===== src/rtl/face_blink_gen.sv =====
// face_blink_gen
// Pixel source for the SMILE face. It returns the RGB565 colour for the pixel
// address presented by the LCD driver. Two eyes blink on a frame-synchronous
// state machine, and a mouth is always drawn.
//
// Ports
//   clk, rst        clock; synchronous active-high reset
//   blink_req       single-cycle request for an immediate blink
//   ram_addr_x/y    pixel column / row from the LCD driver
//   ram_data        registered pixel colour (1-cycle latency)
//   frame_tick      one-cycle pulse, the cycle after frame start is detected
//   phase           blink state (OPEN=0, CLOSING=1, CLOSED=2, OPENING=3)
//   busy            high whenever phase is not OPEN
//
// state     | meaning
// ----------+----------------------------------------------------------
// S_OPEN    | eyes fully open, counting hold frames, latching requests
// S_CLOSING | lid steps 0 -> 4, one step every STEP_FRAMES ticks
// S_CLOSED  | lid at 4 for STEP_FRAMES ticks
// S_OPENING | lid steps 4 -> 0, one step every STEP_FRAMES ticks
module face_blink_gen #(
    parameter int          LCD_W       = 132,
    parameter int          LCD_H       = 162,
    parameter logic [15:0] BG_COLOR    = 16'h2935,
    parameter logic [15:0] FG_COLOR    = 16'hFFFF,
    parameter int          HOLD_FRAMES = 60,
    parameter int          STEP_FRAMES = 2
) (
    input  logic        clk,
    input  logic        rst,
    input  logic        blink_req,
    input  logic [7:0]  ram_addr_x,
    input  logic [7:0]  ram_addr_y,
    output logic [15:0] ram_data,
    output logic        frame_tick,
    output logic [1:0]  phase,
    output logic        busy
);

    typedef enum logic [1:0] {
        S_OPEN    = 2'd0,
        S_CLOSING = 2'd1,
        S_CLOSED  = 2'd2,
        S_OPENING = 2'd3
    } state_t;

    localparam logic [7:0] HOLD_LAST  = 8'(HOLD_FRAMES - 1);
    localparam logic [3:0] STEP_LAST  = 4'(STEP_FRAMES - 1);
    localparam logic [7:0] PREV_X_RST = 8'(LCD_W - 1);
    localparam logic [7:0] PREV_Y_RST = 8'(LCD_H - 1);
    // 9 bits so that a full 256-pixel dimension does not wrap to zero
    localparam logic [8:0] LCD_W9     = 9'(LCD_W);
    localparam logic [8:0] LCD_H9     = 9'(LCD_H);

    state_t      state_q;
    logic [2:0]  lid_q;
    logic [7:0]  hold_q;
    logic [3:0]  step_q;
    logic        pend_q;
    logic        busy_q;
    logic        frame_tick_q;
    logic [15:0] ram_data_q;
    logic [7:0]  prev_x_q;
    logic [7:0]  prev_y_q;

    logic [2:0]  lid_up_d;
    logic [2:0]  lid_dn_d;
    logic        frame_det;
    logic [3:0]  lid_x2;
    logic [7:0]  eye_top;
    logic [7:0]  eye_bot;
    logic        in_cols;
    logic        in_rows;
    logic        in_mouth;
    logic        in_screen;
    logic        pix_fg;

    // Saturating lid steps
    assign lid_up_d = (lid_q >= 3'd4) ? 3'd4 : lid_q + 3'd1;
    assign lid_dn_d = (lid_q == 3'd0) ? 3'd0 : lid_q - 3'd1;

    // Only the first cycle at (0,0) counts, so a held origin gives one tick
    assign frame_det = (ram_addr_x == 8'd0) && (ram_addr_y == 8'd0) &&
                       !((prev_x_q == 8'd0) && (prev_y_q == 8'd0));

    always_comb begin
        lid_x2 = {lid_q, 1'b0};
        if (lid_q >= 3'd4) begin
            // closed-eye line
            eye_top = 8'd57;
            eye_bot = 8'd58;
        end else begin
            eye_top = 8'd50 + {4'd0, lid_x2};
            eye_bot = 8'd65 - {4'd0, lid_x2};
        end
        in_cols   = ((ram_addr_x >= 8'd36) && (ram_addr_x <= 8'd51)) ||
                    ((ram_addr_x >= 8'd80) && (ram_addr_x <= 8'd95));
        in_rows   = (ram_addr_y >= eye_top) && (ram_addr_y <= eye_bot);
        in_mouth  = (ram_addr_x >= 8'd46) && (ram_addr_x <= 8'd85) &&
                    (ram_addr_y >= 8'd100) && (ram_addr_y <= 8'd103);
        in_screen = ({1'b0, ram_addr_x} < LCD_W9) && ({1'b0, ram_addr_y} < LCD_H9);
        pix_fg    = in_screen && ((in_cols && in_rows) || in_mouth);
    end

    always_ff @(posedge clk) begin
        if (rst) begin
            state_q      <= S_OPEN;
            lid_q        <= 3'd0;
            hold_q       <= 8'd0;
            step_q       <= 4'd0;
            pend_q       <= 1'b0;
            busy_q       <= 1'b0;
            frame_tick_q <= 1'b0;
            ram_data_q   <= BG_COLOR;
            prev_x_q     <= PREV_X_RST;
            prev_y_q     <= PREV_Y_RST;
        end else begin
            prev_x_q     <= ram_addr_x;
            prev_y_q     <= ram_addr_y;
            frame_tick_q <= frame_det;
            ram_data_q   <= pix_fg ? FG_COLOR : BG_COLOR;

            // Set before the transition logic so that leaving OPEN on this
            // same edge still wins and clears the latch.
            if ((state_q == S_OPEN) && blink_req) begin
                pend_q <= 1'b1;
            end

            if (frame_det) begin
                case (state_q)
                    S_OPEN: begin
                        // blink_req on the tick cycle is honoured immediately
                        if (pend_q || blink_req || (hold_q == HOLD_LAST)) begin
                            state_q <= S_CLOSING;
                            busy_q  <= 1'b1;
                            step_q  <= 4'd0;
                            pend_q  <= 1'b0;
                        end else begin
                            hold_q <= hold_q + 8'd1;
                        end
                    end
                    S_CLOSING: begin
                        if (step_q == STEP_LAST) begin
                            step_q <= 4'd0;
                            lid_q  <= lid_up_d;
                            if (lid_up_d == 3'd4) begin
                                state_q <= S_CLOSED;
                            end
                        end else begin
                            step_q <= step_q + 4'd1;
                        end
                    end
                    S_CLOSED: begin
                        if (step_q == STEP_LAST) begin
                            state_q <= S_OPENING;
                            step_q  <= 4'd0;
                        end else begin
                            step_q <= step_q + 4'd1;
                        end
                    end
                    S_OPENING: begin
                        if (step_q == STEP_LAST) begin
                            step_q <= 4'd0;
                            lid_q  <= lid_dn_d;
                            if (lid_dn_d == 3'd0) begin
                                state_q <= S_OPEN;
                                busy_q  <= 1'b0;
                                hold_q  <= 8'd0;
                            end
                        end else begin
                            step_q <= step_q + 4'd1;
                        end
                    end
                endcase
            end
        end
    end

    assign ram_data   = ram_data_q;
    assign frame_tick = frame_tick_q;
    assign phase      = state_q;
    assign busy       = busy_q;

endmodule


===== config.mk =====
export PLATFORM = sky130hd
export DESIGN_NAME = face_blink_gen
export DESIGN_NICKNAME = d
export VERILOG_FILES = /design/src/rtl/face_blink_gen.sv
export SDC_FILE = /design/constraint.sdc
export NUM_CORES = 1
export LEC_CHECK = 0
export ABC_AREA = 0
export CAP_MARGIN = 20
export CELL_PAD_IN_SITES_DETAIL_PLACEMENT = 0
export CELL_PAD_IN_SITES_GLOBAL_PLACEMENT = 1
export CORE_ASPECT_RATIO = 1.1
export CORE_UTILIZATION = 43
export CTS_CLUSTER_SIZE = 25
export DETAILED_ROUTE_END_ITERATION = 12
export GPL_TIMING_DRIVEN = 0
export PLACE_DENSITY_LB_ADDON = 0.1
export SETUP_SLACK_MARGIN = 0.02
export SKIP_CTS_REPAIR_TIMING = 1
export SLEW_MARGIN = 5
export SYNTH_ARGS = -nofsm -noshare
export SYNTH_HDL_FRONTEND = slang
export SYNTH_SLANG_ARGS = --single-unit

===== constraint.sdc =====
create_clock -name clk -period 5.8 [get_ports clk]
set_input_delay 0.87 -clock clk [delete_from_list [all_inputs] [get_ports clk]]
set_output_delay 0.87 -clock clk [all_outputs]
set_load 0.03 [all_outputs]

# After elaboration in Yosys (flattened, before gate mapping)
# Cells that the tools add are included.
dict set report op_classes {
  n_addsub 6
  order_cmp 13
  eq_ne 13
  muxes 30
  reduce_logical 33
}
# operator count
set ops {}
lappend ops {{zero test 8 bit} 4}
lappend ops {{two-way mux 8 bit} 4}
lappend ops {{<= comparator 8 x 7 -> 1 bit, second input constant} 3}
lappend ops {{>= comparator 8 x 6 -> 1 bit, second input constant} 2}
lappend ops {{>= comparator 8 x 7 -> 1 bit, second input constant} 2}
lappend ops {{< comparator 8 bit, second input constant} 2}
lappend ops {{two-way mux 16 bit} 1}
lappend ops {{case mux 8 bit (2 select lines)} 1}
lappend ops {{logical AND 1 bit} 13}
lappend ops {{two-way mux 2 bit} 6}
lappend ops {{two-way mux 3 bit} 4}
lappend ops {{inequality test 2 bit, second input constant} 6}
lappend ops {{AND reduction 5 bit} 2}
lappend ops {{adder 8 x 1 -> 8 bit, second input constant} 1}
lappend ops {{== test 8 x 6 -> 1 bit, second input constant} 1}
lappend ops {{>= comparator 8 bit} 1}
lappend ops {{<= comparator 8 x 6 -> 1 bit, second input constant} 1}
lappend ops {{<= comparator 8 bit} 1}
lappend ops {{two-way mux 4 bit} 2}
lappend ops {{case mux 2 bit (4 select lines)} 1}
lappend ops {{case mux 4 bit (2 select lines)} 1}
lappend ops {{subtractor 7 x 4 -> 8 bit, first input constant} 1}
lappend ops {{adder 6 x 4 -> 7 bit, first input constant} 1}
lappend ops {{two-way mux 1 bit} 7}
lappend ops {{other kinds (21)} 27}
dict set report totals {
  reg_bits 52
  input_bits 19
}

# Logic depth before layout (Yosys ltp)
dict set report logic_depth {
  ltp_word 8
  mapped_depth 12
  depth_no_buf 11
}

# Worst setup path after synthesis
# No wires, ideal clock.
dict set report synth_timing {
  path_type {input port to flip-flop}
  from {input port ram_addr_x[2]}
  to {register hold_q[0]}
  setup_ns 0.132
  arrival_time_ns 2.648
  slack_ns 3.020
  path_stages 7
  path_buffers 2
  path_cell_list {or2_1 or4_4 or4_4 buf_6 buf_2 o31ai_1 a21oi_1}
}
dict set report synth_between {
  elab_chain_len 4
}
# item line
set synth_lines {}
lappend synth_lines {{start, declared} 32} ;# input logic [7:0] ram_addr_x,
lappend synth_lines {{zero test 8 bit} 83} ;# assign frame_det = (ram_addr_x == 8'd0) && (ram_addr_y == 8'd0) &&
lappend synth_lines {{logical AND 1 bit (2 in series)} 83}
lappend synth_lines {{AND reduction 5 bit (no source line)} --}
lappend synth_lines {{end signal, assigned} 139} ;# hold_q <= hold_q + 8'd1;
lappend synth_lines {{end, declared} 57} ;# logic [7:0] hold_q;
# No other way between the ends.
# A chain may end at the register's enable or synchronous reset.

# Worst setup path after layout
dict set report layout_timing {
  from {input port ram_addr_y[1]}
  to {register hold_q[1]}
}
dict set report layout_between {
  elab_chain_len 4
}
# item line
set layout_lines {}
lappend layout_lines {{start, declared} 33} ;# input logic [7:0] ram_addr_y,
lappend layout_lines {{zero test 8 bit} 83}
lappend layout_lines {{logical AND 1 bit (2 in series)} 83}
lappend layout_lines {{AND reduction 5 bit (no source line)} --}
# No other way between the ends.

==> flow_metrics.env <==
export IMPL_seq_power_share=0.527
export IMPL_regToRegSetupSlack_ns=3.12
export IMPL_num_antenna_cells=0
export IMPL_netlist_area_sq_mm=0.00237
export IMPL_start_kind="input pin"
export IMPL_cts_clk_slew_worst_paths_ns=0.07
export IMPL_place_congestion=0.788
export IMPL_maxSlewHeadroom=0.382
export IMPL_fin_ws_ns=2.58
export IMPL_synth_warnings=0
export IMPL_cts_buffers=5
export IMPL_grtUsageTotal=0.204
export IMPL_clockBufferDepth=2
export IMPL_ys_ff_latch=37
export IMPL_netlist_area_leader_share=0.312
export IMPL_internal_power_mw=0.373
export IMPL_skew_ns=0.00809
export IMPL_fin_tns_setup_ns=0
export IMPL_crit_buf_inv=3
export IMPL_period_share=0.555
export IMPL_ant_nets=0
export IMPL_synth_seq_area_share=0.312
export IMPL_fp_dieArea_sq_mm=0.00582
export IMPL_combPwrFrac=0.123
export IMPL_ios=39
export IMPL_drv_cap=0
export IMPL_r2r_end="ram_data[14]"
export IMPL_grt_pass1_vias=1957
export IMPL_fin_hold_ws_ns=0.476
export IMPL_switching_share=0.250
export IMPL_core_sq_mm=0.00536
export IMPL_area_growth_pct=21.1
export IMPL_route_detailed_drc=0
export IMPL_initialDrtViolationCount=61
export IMPL_drive_above_1_share=0.113
export IMPL_period_minus_slack_ns=3.22
export IMPL_die_w_um=72.9
export IMPL_antenna_found_initial=0
export IMPL_row_count=28
export IMPL_dpl_cell_area_sq_mm=0.00279
export IMPL_cts_tree="done"
export IMPL_cp_max_fo=10
export IMPL_yosysTopAreaCell="dfxtp_1"
export IMPL_worstPathArrival_ns=3.37
export IMPL_hold_viol=0
export IMPL_clockRootBuffer="clkbuf_8"
export IMPL_cp_required_ns=5.96
export IMPL_overflow=0
export IMPL_synth_edf_count=0
export IMPL_wl_per_cell_um=13.9
export IMPL_hold_depth=2
export IMPL_place_ws_ns=2.27
export IMPL_synth_ff_type="dfxtp_1"
export IMPL_setup_violations_final=0
export IMPL_synthCells=281
export IMPL_dp_hpwl_um=4130
export IMPL_synth_area_leaders="dfxtp_1, ha_1, buf_4, a21oi_1, nor2b_1"
export IMPL_final_cells=401
export IMPL_numPortBuffers=30
export IMPL_power_switching_mw=0.124
export IMPL_fp_dieH_um=79.9
export IMPL_vdd_ir_drop_max_mv=0.109
export IMPL_reg2regPathDepth=11
export IMPL_syn_area_per_cell_sq_um=8.45
export IMPL_via_count=2134
export IMPL_pwr_density_cell_mw_per_mm2=173
export IMPL_critPathKind="input pin to flip-flop"
export IMPL_worst_pin_slew_ns=0.920
export IMPL_vias_per_cell=5.32
export IMPL_stdcell_area_sq_mm=0.00288
export IMPL_clock_latency_ns=0.29
export IMPL_cp_slowest_stage_delay_ns=0.66
export IMPL_dr_pass1_iters=4
export IMPL_clkPwrFrac=0.350
export IMPL_grt_max_degree=11
export IMPL_hold_path_startpoint="busy"
export IMPL_status="complete, no violations"
export IMPL_fmax_mhz=311
export IMPL_p_leak_nw=1.07
export IMPL_start_util=0.443
export IMPL_slowest_stage="or4_1"
export IMPL_dp_cells=392
export IMPL_cp_top_family="simple AND/OR/NAND/NOR gates"
export IMPL_routed_wl_um=5560
export IMPL_hold_path_class="flip-flop to flip-flop"
export IMPL_startpoint="ram_addr_y[1]"
export IMPL_grt_pass1_wl_um=9180
export IMPL_h_tree_depth=2
export IMPL_crit_chain="clkdlybuf4s50_1 -> or4_1 -> or4_4 -> buf_6 -> buf_2 -> o31ai_1 -> a21oi_1"
export IMPL_post_synth_num_cell_types=50
export IMPL_cts_sinks=37
export IMPL_timing_rr_start="lid_q[2]"
export IMPL_cp_end_kind="flip-flop"
export IMPL_slew_viol_final=0
export IMPL_ys_async_sr_fraction=0
export IMPL_nets=367
export IMPL_min_to="busy"
export IMPL_rsz0062_at_grt="no"
==> state kept, by name, indices dropped and copies added, names as in the netlist <==
| register | flops |
|---|---|
| busy | 1 |
| prev_x_q | 8 |
| step_q | 4 |
| lid_q | 3 |
| frame_tick | 1 |
| phase | 2 |
| hold_q | 8 |
| prev_y_q | 8 |
| ram_data | 1 |
| pend_q | 1 |
==> Yosys cell counts, types with 5 or more instances <==
cell       n
inv_1     12
ha_1      23
clkbuf_1   8
a31oi_1    8
nor2b_1   14
nand4_1   12
buf_4     15
nor2_1    16
o21ai_0   11
dfxtp_1   37
or2_2      7
a21oi_1   21
nor4_1     8
nand2_1   12
o41ai_1    6
nor3_1     5
a21o_1     5
o31ai_1    5
==> cells by family after synthesis <==
logic type,Yosys count,share of synthesized area
AND/OR/NAND/NOR,107,0.269
multiplexers,2,0.00948
flip-flops,37,0.312
XOR/XNOR,1,0.00369
other,2,0.00316
AO/OA/AOI/OAI,71,0.194
buffers and inverters,38,0.0875
adder cells (fa/ha/maj),23,0.121
==> layout by cell type (no fill, tap or decap), drive strengths merged, types with 12 or more instances in the layout <==
cell type	instances
dfxtp	37
clkdlybuf4s50	30
ha	23
a21oi	21
buf	18
clkbuf	17
nor2	16
nor2b	14
inv	12
nand2	12
nand4	12
==> final cells by class <==
type / count / area (sq um)
flip-flops and latches: 37 / 741
fillers: 552 / 2480
plain buffers: 26 / 163
multi-input cells: 212 / 1450
inverters: 12 / 45.0
repair buffers: 31 / 305
well taps: 75 / 93.8
clock buffers: 8 / 80.1
==> stage by stage <==
stage / utilization / power [mW]
4_1_cts: 0.536 / 0.502
3_3_place_gp: 0.521 / 0.329
2_1_floorplan: - / 0.303
6_report: 0.537 / 0.498
5_1_grt: 0.537 / 0.519
3_5_place_dp: 0.521 / 0.329
==> layer usage <==
metal	track usage	vias to the layer above	wire, um
met3	0.0354	5	195
met2	0.328	38	2530
met1	0.277	985	2770
met5	0	-	0
li1	-	1106	-
met4	0.0608	0	63
==> power groups by stage <==
stage / Clock (mW) / Combinational [mW] / Sequential (mW)
6_report: 0.174 / 0.0611 / 0.262
2_1_floorplan: 0 / 0.0352 / 0.268
5_1_grt: 0.189 / 0.0676 / 0.263
3_3_place_gp: 0 / 0.0606 / 0.268
4_1_cts: 0.179 / 0.0613 / 0.262
3_5_place_dp: 0 / 0.0611 / 0.268
==> worst min-delay path, delay by kind of cell (launching register included) <==
kind | cells | cell delay, ns
AO/OA/AOI/OAI | 2 | 0.12
flip-flops | 1 | 0.31
==> worst max path at each step <==
stage / end / slack, ns / cells after the start
after detailed placement: phase[0] / 2.27 / 5
after global placement: phase[0] / 2.23 / 5
after CTS: phase[0] / 2.57 / 5
after global routing: hold_q[2] / 2.49 / 5
final: hold_q[1] / 2.58 / 7
after floorplan: hold_q[0] / 3.02 / 7
Note: power is estimated with default switching activity, not from simulation.
